--- src/rtl/rrb_req_agent_if.sv ---
// rrb_req_agent_if: job, arbiter and shared-bus signals of the request agent.
interface rrb_req_agent_if #(
    parameter int CHANNELS  = 8,
    parameter int BURST_LEN = 4
);
    localparam int CH_W   = CHANNELS > 1 ? $clog2(CHANNELS) : 1;
    localparam int BEAT_W = BURST_LEN > 1 ? $clog2(BURST_LEN) : 1;
    logic [CHANNELS-1:0] job_push;
    logic [CHANNELS-1:0] job_full;
    logic [CHANNELS-1:0] request;
    logic [CHANNELS-1:0] grant;
    logic                bus_valid;
    logic [CH_W-1:0]     bus_ch;
    logic [BEAT_W-1:0]   bus_beat;
    logic                bus_last;
    logic                bus_ready;
    logic                done;
    logic                err_grant;
    modport master (
        output job_push, grant, bus_ready,
        input  job_full, request, bus_valid, bus_ch, bus_beat, bus_last, done, err_grant
    );
    modport slave (
        input  job_push, grant, bus_ready,
        output job_full, request, bus_valid, bus_ch, bus_beat, bus_last, done, err_grant
    );
endinterface

--- src/rtl/rrb_req_agent.sv ---
// rrb_req_agent: per-channel pending-job counters feeding a round-robin arbiter and a burst bus.
module rrb_req_agent #(
    parameter int CHANNELS  = 8,
    parameter int CNT_W     = 4,
    parameter int BURST_LEN = 4,
    localparam int CH_W     = CHANNELS > 1 ? $clog2(CHANNELS) : 1,
    localparam int BEAT_W   = BURST_LEN > 1 ? $clog2(BURST_LEN) : 1
) (
    input logic            clk,
    input logic            reset,
    rrb_req_agent_if.slave bus
);
    typedef enum logic [1:0] {IDLE, XFER, DONE} state_t;
    localparam logic [CNT_W-1:0]  MAX_CNT   = '1;
    localparam logic [BEAT_W-1:0] LAST_BEAT = BEAT_W'(BURST_LEN - 1);

    state_t              r_state, w_state_nx;
    logic [CNT_W-1:0]    r_pending [CHANNELS];
    logic [CNT_W-1:0]    w_pending_nx [CHANNELS];
    logic [CHANNELS-1:0] r_request, w_nz, w_nz_nx, w_full;
    logic [CH_W-1:0]     r_ch, w_gnt_idx;
    logic [BEAT_W-1:0]   r_beat;
    logic                r_err, w_last, w_fin, w_onehot, w_legal;

    assign w_last   = r_state == XFER && r_beat == LAST_BEAT;
    assign w_fin    = w_last && bus.bus_ready;
    assign w_onehot = bus.grant != '0 && (bus.grant & (bus.grant - CHANNELS'(1))) == '0;
    assign w_legal  = w_onehot && |(bus.grant & w_nz);

    // A push and a decrement in the same cycle cancel, even on a full counter.
    always_comb begin
        w_gnt_idx = '0;
        for (int i = 0; i < CHANNELS; i++) begin
            if (bus.grant[i]) w_gnt_idx = CH_W'(i);
            w_nz[i]   = r_pending[i] != '0;
            w_full[i] = r_pending[i] == MAX_CNT;
            w_pending_nx[i] = (bus.job_push[i] && w_fin && r_ch == CH_W'(i)) ? r_pending[i] :
                              bus.job_push[i] ? (w_full[i] ? r_pending[i] : r_pending[i] + 1'b1) :
                              (w_fin && r_ch == CH_W'(i)) ? r_pending[i] - 1'b1 : r_pending[i];
            w_nz_nx[i] = w_pending_nx[i] != '0;
        end
    end

    always_comb begin
        w_state_nx = r_state;
        w_state_nx = (r_state == IDLE && w_legal) ? XFER :
                     (r_state == XFER && w_fin)   ? DONE :
                     (r_state == DONE)            ? IDLE : r_state;
    end

    always_ff @(posedge clk) begin
        if (reset) begin
            r_state   <= IDLE;
            r_request <= '0;
            r_ch      <= '0;
            r_beat    <= '0;
            r_err     <= 1'b0;
            for (int i = 0; i < CHANNELS; i++) r_pending[i] <= '0;
        end else begin
            r_state   <= w_state_nx;
            r_request <= w_state_nx == IDLE ? w_nz_nx : '0;
            r_err     <= r_err | (r_state == IDLE && bus.grant != '0 && !w_legal);
            if (r_state == IDLE && w_legal) begin
                r_ch   <= w_gnt_idx;
                r_beat <= '0;
            end else if (r_state == XFER && bus.bus_ready && !w_last) begin
                r_beat <= r_beat + 1'b1;
            end
            for (int i = 0; i < CHANNELS; i++) r_pending[i] <= w_pending_nx[i];
        end
    end

    assign bus.job_full  = w_full;
    assign bus.request   = r_request;
    assign bus.bus_valid = r_state == XFER;
    assign bus.bus_ch    = r_ch;
    assign bus.bus_beat  = r_beat;
    assign bus.bus_last  = w_last;
    assign bus.done      = r_state == DONE;
    assign bus.err_grant = r_err;
endmodule

--- src/flat_wrapper.sv ---
// flat-port wrapper written by rule: the top's interface ports become plain ports
module rrb_req_agent_flat 
#(
    parameter int CHANNELS  = 8,
    parameter int CNT_W     = 4,
    parameter int BURST_LEN = 4,
    localparam int CH_W     = CHANNELS > 1 ? $clog2(CHANNELS) : 1,
    localparam int BEAT_W   = BURST_LEN > 1 ? $clog2(BURST_LEN) : 1
)
  (clk, reset, bus_job_push, bus_grant, bus_bus_ready, bus_job_full, bus_request, bus_bus_valid, bus_bus_ch, bus_bus_beat, bus_bus_last, bus_done, bus_err_grant);
  rrb_req_agent_if #(.CHANNELS(CHANNELS), .BURST_LEN(BURST_LEN)) bus_i ();
  input logic clk;
  input logic reset;
  input wire logic [$bits(bus_i.job_push)-1:0] bus_job_push;
  input wire logic [$bits(bus_i.grant)-1:0] bus_grant;
  input wire logic [$bits(bus_i.bus_ready)-1:0] bus_bus_ready;
  output wire logic [$bits(bus_i.job_full)-1:0] bus_job_full;
  output wire logic [$bits(bus_i.request)-1:0] bus_request;
  output wire logic [$bits(bus_i.bus_valid)-1:0] bus_bus_valid;
  output wire logic [$bits(bus_i.bus_ch)-1:0] bus_bus_ch;
  output wire logic [$bits(bus_i.bus_beat)-1:0] bus_bus_beat;
  output wire logic [$bits(bus_i.bus_last)-1:0] bus_bus_last;
  output wire logic [$bits(bus_i.done)-1:0] bus_done;
  output wire logic [$bits(bus_i.err_grant)-1:0] bus_err_grant;
  assign bus_i.job_push = bus_job_push;
  assign bus_i.grant = bus_grant;
  assign bus_i.bus_ready = bus_bus_ready;
  assign bus_job_full = bus_i.job_full;
  assign bus_request = bus_i.request;
  assign bus_bus_valid = bus_i.bus_valid;
  assign bus_bus_ch = bus_i.bus_ch;
  assign bus_bus_beat = bus_i.bus_beat;
  assign bus_bus_last = bus_i.bus_last;
  assign bus_done = bus_i.done;
  assign bus_err_grant = bus_i.err_grant;
  rrb_req_agent #(.CHANNELS(CHANNELS), .CNT_W(CNT_W), .BURST_LEN(BURST_LEN)) u_core (.clk(clk), .reset(reset), .bus(bus_i));
endmodule
--- config.mk ---
export PLATFORM = sky130hd
export DESIGN_NAME = rrb_req_agent_flat
export DESIGN_NICKNAME = d
export VERILOG_FILES = /design/src/rtl/rrb_req_agent_if.sv /design/src/rtl/rrb_req_agent.sv /design/src/flat_wrapper.sv
export SDC_FILE = /design/constraint.sdc
export NUM_CORES = 1
export LEC_CHECK = 0
export CAP_MARGIN = 20
export CORE_ASPECT_RATIO = 1.2
export CORE_MARGIN = 1.5
export CORE_UTILIZATION = 46
export CTS_CLUSTER_SIZE = 40
export DETAILED_ROUTE_END_ITERATION = 8
export GPL_ROUTABILITY_DRIVEN = 0
export HOLD_SLACK_MARGIN = 0.03
export PLACE_DENSITY = 0.76
export SLEW_MARGIN = 20
export SYNTH_ARGS = -nofsm -noshare
export SYNTH_HDL_FRONTEND = slang
export SYNTH_SLANG_ARGS = --single-unit
--- constraint.sdc ---
create_clock -name clk -period 2.2 [get_ports clk]
set_input_delay 0.33 -clock clk [delete_from_list [all_inputs] [get_ports clk]]
set_output_delay 0.33 -clock clk [all_outputs]
set_load 0.005 [all_outputs]
### Word-level counts from Yosys, hierarchy flattened

Memories as Yosys holds them, arrays and structs flattened.
Cells that the tools add are included.

| operators by class | value |
|---|---|
| add/sub/neg operators | 18 |
| multiply operators | 0 |
| divide/modulo/power cells | 0 |
| order comparisons | 0 |
| equality and inequality tests | 18 |
| shift operators | 0 |
| mux-type cells | 53 |
| bitwise logic cells | 12 |
| reduce and logical (&&, ||, !) cells | 60 |

Operators by type and width:

| operator | count |
|---|---|
| $mux 4 | 40 |
| $reduce_bool 4->1 | 16 |
| $logic_and 1x1->1 | 34 |
| $add 4x1->4 const B | 8 |
| $eq 4x4->1 const B | 8 |
| $sub 4x1->4 const B | 8 |
| $and 8x8->8 | 2 |
| $eq 3x3->1 const B | 4 |
| $mux 3 | 4 |
| $mux 2 | 5 |
| $or 1x1->1 | 9 |
| $logic_not 8->1 | 1 |
| $reduce_bool 8->1 | 1 |
| $reduce_or 8->1 | 1 |
| $sub 8x1->8 const B | 1 |
| $eq 3x2->1 const B | 2 |
| $eq 2x2->1 const B | 2 |
| $logic_not 2->1 | 2 |
| $mux 1 | 4 |
| $reduce_or 2->1 | 2 |
| $eq 3x1->1 const B | 1 |
| $logic_not 3->1 | 1 |
| $add 2x1->2 const B | 1 |
| $eq 2x1->1 const B | 1 |
| 2 further kinds | 3 |

| word-level totals | value |
|---|---|
| bits in registers | 16 |
| latch bits | 0 |
| RAM bits | 32 |
| bits in read-only memories | 0 |
| bits of input ports | 19 |
| output and inout bits | 25 |
| logic and storage cells | 167 |
| memories kept | 1 |

Memory list:

| name | words | bits a word | rd ports | clocked after memory_dff | wr ports | line | text |
|---|---|---|---|---|---|---|---|
| u_core.r_pending | 8 | 4 | 8 | 0 | 8 | rrb_req_agent.sv:18 | `logic [CNT_W-1:0] r_pending [CHANNELS];` |

### Longest topological paths before layout

| depth | value |
|---|---|
| word-level depth | 10 |
| mapped depth | 8 |

### Least setup slack after synthesis

Ideal clock, no wire load.

| timing path | value |
|---|---|
| path type | register to register |
| start | memory u_core.r_pending[5][0] (netlist: u_core.r_pending[0][20]) |
| end | register u_core.r_ch[0] (netlist: u_core.bus.bus_ch[0]) |
| data arrival time | 1815 ps |
| setup slack | 297 ps |
| stages on the path, launching flop included | 9 |
| path buffers | 1 |
| period minus slack after synthesis | 1903 ps |
| cells stage by stage | dfxtp_1 clkbuf_1 inv_1 ha_1 or3b_2 a22oi_2 nand4_2 and4_4 a311oi_2 |

RTL lines:

| element | line | text |
|---|---|---|
| start: declaration | rrb_req_agent.sv:18 |  |
| end signal: assignment | rrb_req_agent.sv:64 | `r_ch <= w_gnt_idx;` |
| end: declaration | rrb_req_agent.sv:21 | `logic [CH_W-1:0] r_ch, w_gnt_idx;` |

==> results.toml <==
[placed_design]
portBuffers = 43
place_ws_ns = -0.199
placed_cell_area_sq_um = 4400
hpwl_um = 7010
placed_cells = 601

[final_layout]
drive_above_1_share = 0.153
regArea_sq_um = 961
finish.utilization = 0.592
design_area_sq_um = 4540
multi_input_area_sq_um = 2480
fin_nets = 553
n_fill_cell = 678
num_antenna_cells = 0
syn2layout_area_growth_pct = 24.9
final_cell_count_no_fill = 610

[cts]
clkSinkCount = 48
hold_buffers = 0
htreeDepth = 2
clk_path_buf_depth = 2
cts_tree = "built"
path_clk_slew_ns = 0.09
cts-buffers-inserted = 5
worstSkewPairLatency_ns = 0.31
cts-root-buf = "clkbuf_8"

[global_route]
grt_max_degree = 23
grtUsageTotal = 0.220
grt_pass1_wl_um = 15400
antenna_found_initial = 0
grt_pass1_vias = 3422
grt_overflow = 0

[pwr]
power_density_nw_per_um2 = 501
p_leak_uw = 0.00180
ir_drop_v = 0.000316

[logic_synthesis]
synth_cell_types = 76
syn_nets = 484
synth_seq_area_share = 0.264
muxShareOfSynthArea = 0.0337
synth_xor_xnor_area_share = 0.0217
synth-main-ff-cell = "dfxtp_1"
synth_fa_ha_area_frac = 0.0613
async_flop_share = 0
yosysWarnings = 0
synth_simple_gate_area_frac = 0.284
synth_edf_count = 0
synth-compound-area-share = 0.275
synth_top_family_by_area = "simple AND/OR/NAND/NOR gates"
syn_area_per_cell_sq_um = 8.11
syn_inst = 448
ys_seq_elements = 48
syn_area_sq_um = 3630

[sta]
slew_viol_final = 0
finalClockSkew_ns = 0.00797
hold_slack_ns = 0.572
max_slew_margin = 0.706
final-hold-violation-count = 0
worst_pin_slew_ns = 0.437
setup_viol = 0
fin_crit_sh = 0.976
period_minus_slack_ns = 2.15
finalWorstSetupSlack_ns = 0.0518
fmax_ghz = 0.466

[detailed_routing]
first_pass_iters = 5
vias_per_cell = 6.04
drtIter0Drc = 248
drc = 0
antenna_left = 0
totalWireLength_um = 9370
wl_per_cell_um = 15.4
num_vias = 3682

[critical_path]
cp-endpoint = "u_core.bus.bus_ch[0]$_SDFFE_PP0P_"
required_ns = 2.39
slowest_stage = "or3b_1"
crit_path_end_kind = "flop"
ff2ff_setup_slack_ns = 0.05
cp.depth = 8
reg2reg_from = "u_core.r_pending[0][4]$_SDFF_PP0_"
crit_start = "u_core.r_pending[0][4]$_SDFF_PP0_"
critPathLaunchType = "flop"
path_max_fanout = 5
r2r_end = "u_core.bus.bus_ch[0]$_SDFFE_PP0P_"
cp.arrival_ns = 2.34
max_stage_delay_ns = 0.41
critPathTopFamily = "simple AND/OR/NAND/NOR gates"
cp.buffers_inverters = 2
worst_r2r_path_depth = 8
critPathKind = "reg2reg"
crit_chain = "inv_1 -> ha_1 -> or3b_1 -> a22oi_2 -> nand4_2 -> buf_4 -> a41oi_1 -> a311oi_2"

[die]
start_util = 0.474
ios = 44
fp.coreArea_sq_um = 7660
die_x_um = 84.1
rows = 35
die-area_sq_um = 8450
die_y_um = 100

[flow_run]
max_cap_violations = 0

[hold_path]
hold_class = "reg2reg"
holdPathStages = 2

[run_status]
status = "finished, final reports clean"
[layout by cell type, fill, tap and decap left out, drive strengths merged, types with 4 or more instances in the layout]
cell and count:
nor4 10, nand3b 6, or3b 7, and3 8, a22o 5, o2bb2ai 7, a211oi 13, nand2b 5
inv 31, or2 6, mux2i 10, a31oi 18, or3 4, nor3b 7, nand3 10, o21ai 17
nor2 51, clkbuf 5, and4 5, xnor2 8, ha 17, a41oi 4, nand2 19, clkdlybuf4s50 43
buf 40, a21oi 23, nor3 16, o31ai 4, a22oi 6, o21bai 5, dfxtp 48
[where the power goes]
part / internal [uW] / switching (uW)
Combinational: 318 / 321
Sequential: 930 / 61.8
Clock: 337 / 307
[repair_timing]
| action | in CTS | in global routing |
|---|---|---|
| buffers inserted | 0 | 1 |
| gates resized for setup | 0 | 5 |
| endpoints found under the setup margin | 0 | 12 |
[cell type report]
| type | count | share of cell area |
|---|---|---|
| multi-input combinational | 348 | 0.546 |
| clock buffer | 5 | 0.0152 |
| inverter | 31 | 0.0256 |
| clock inverter | 3 | 0.00937 |
| sequential | 48 | 0.212 |
| tap | 92 | 0.0254 |
| timing repair buffer | 83 | 0.166 |
[cells by family after synthesis]
| logic type | after synthesis |
|---|---|
| adders and majority gates | 18 |
| and+or+nand+nor | 174 |
| DFF | 48 |
| xor gates and xnor gates | 9 |
| AOI/OAI and AO/OA | 135 |
| buffers and inverters | 52 |
| muxes | 12 |
[registers in the layout, indices dropped and copies added, names as in the netlist]
register and cells:
u_core.r_state 2, u_core.bus.bus_ch 3, u_core.r_pending 32, u_core.bus.bus_beat 2, u_core.bus.request 8, u_core.bus.err_grant 1
[worst register-to-register path, delay by kind of cell, from the launching register on]
family / cells / cell delay (ns)
adder cells (fa/ha/maj): 1 / 0.21
flip-flops: 1 / 0.37
AO/OA/AOI/OAI: 3 / 0.57
buffers and inverters: 2 / 0.30
AND/OR/NAND/NOR: 2 / 0.59
[per-layer routing]
| layer | up-vias | wire (um) | global-route usage |
|---|---|---|---|
| met5 | - | 0 | 0 |
| met4 | 0 | 212 | 0.0794 |
| met3 | 13 | 394 | 0.0247 |
| met2 | 104 | 4630 | 0.396 |
| met1 | 1729 | 4130 | 0.270 |
| li1 | 1836 | - | - |
[cell usage after synthesis (10+ instances only)]
library cell | number | area [sq um]
o21ai_0 | 17 | 85.1
clkbuf_1 | 12 | 45.0
nor2_1 | 51 | 191
nand2_1 | 19 | 71.3
a211oi_1 | 13 | 97.6
inv_1 | 31 | 116
mux2i_1 | 10 | 100
a31oi_1 | 17 | 106
nand3_1 | 10 | 50.1
a21oi_1 | 23 | 115
nor3_1 | 15 | 75.1
ha_1 | 17 | 213
dfxtp_1 | 48 | 961
[through the flow]
stage               setup TNS (ns)  total power [uW]
global route              -0.00748              2400
detailed placement           -1.88              1620
floorplan                        0              1390
CTS                              0              2270
finish                           0              2270
global placement             -1.10              1610
[worst min-delay path by stage]
stage / start / endpoint / slack (ns)
after floorplan: bus_job_push[1] / u_core.r_pending[0][5]$_SDFF_PP0_ / 0.43
after global placement: u_core.bus.bus_beat[1]$_SDFFE_PP0P_ / u_core.bus.bus_beat[1]$_SDFFE_PP0P_ / 0.54
after detailed placement: u_core.bus.bus_beat[1]$_SDFFE_PP0P_ / u_core.bus.bus_beat[1]$_SDFFE_PP0P_ / 0.56
after CTS: u_core.bus.err_grant$_SDFF_PP0_ / u_core.bus.err_grant$_SDFF_PP0_ / 0.58
after global routing: u_core.bus.err_grant$_SDFF_PP0_ / u_core.bus.err_grant$_SDFF_PP0_ / 0.61
final: u_core.bus.bus_beat[1]$_SDFFE_PP0P_ / u_core.bus.bus_beat[1]$_SDFFE_PP0P_ / 0.57
No activity file was read; power rests on OpenSTA's default activity.
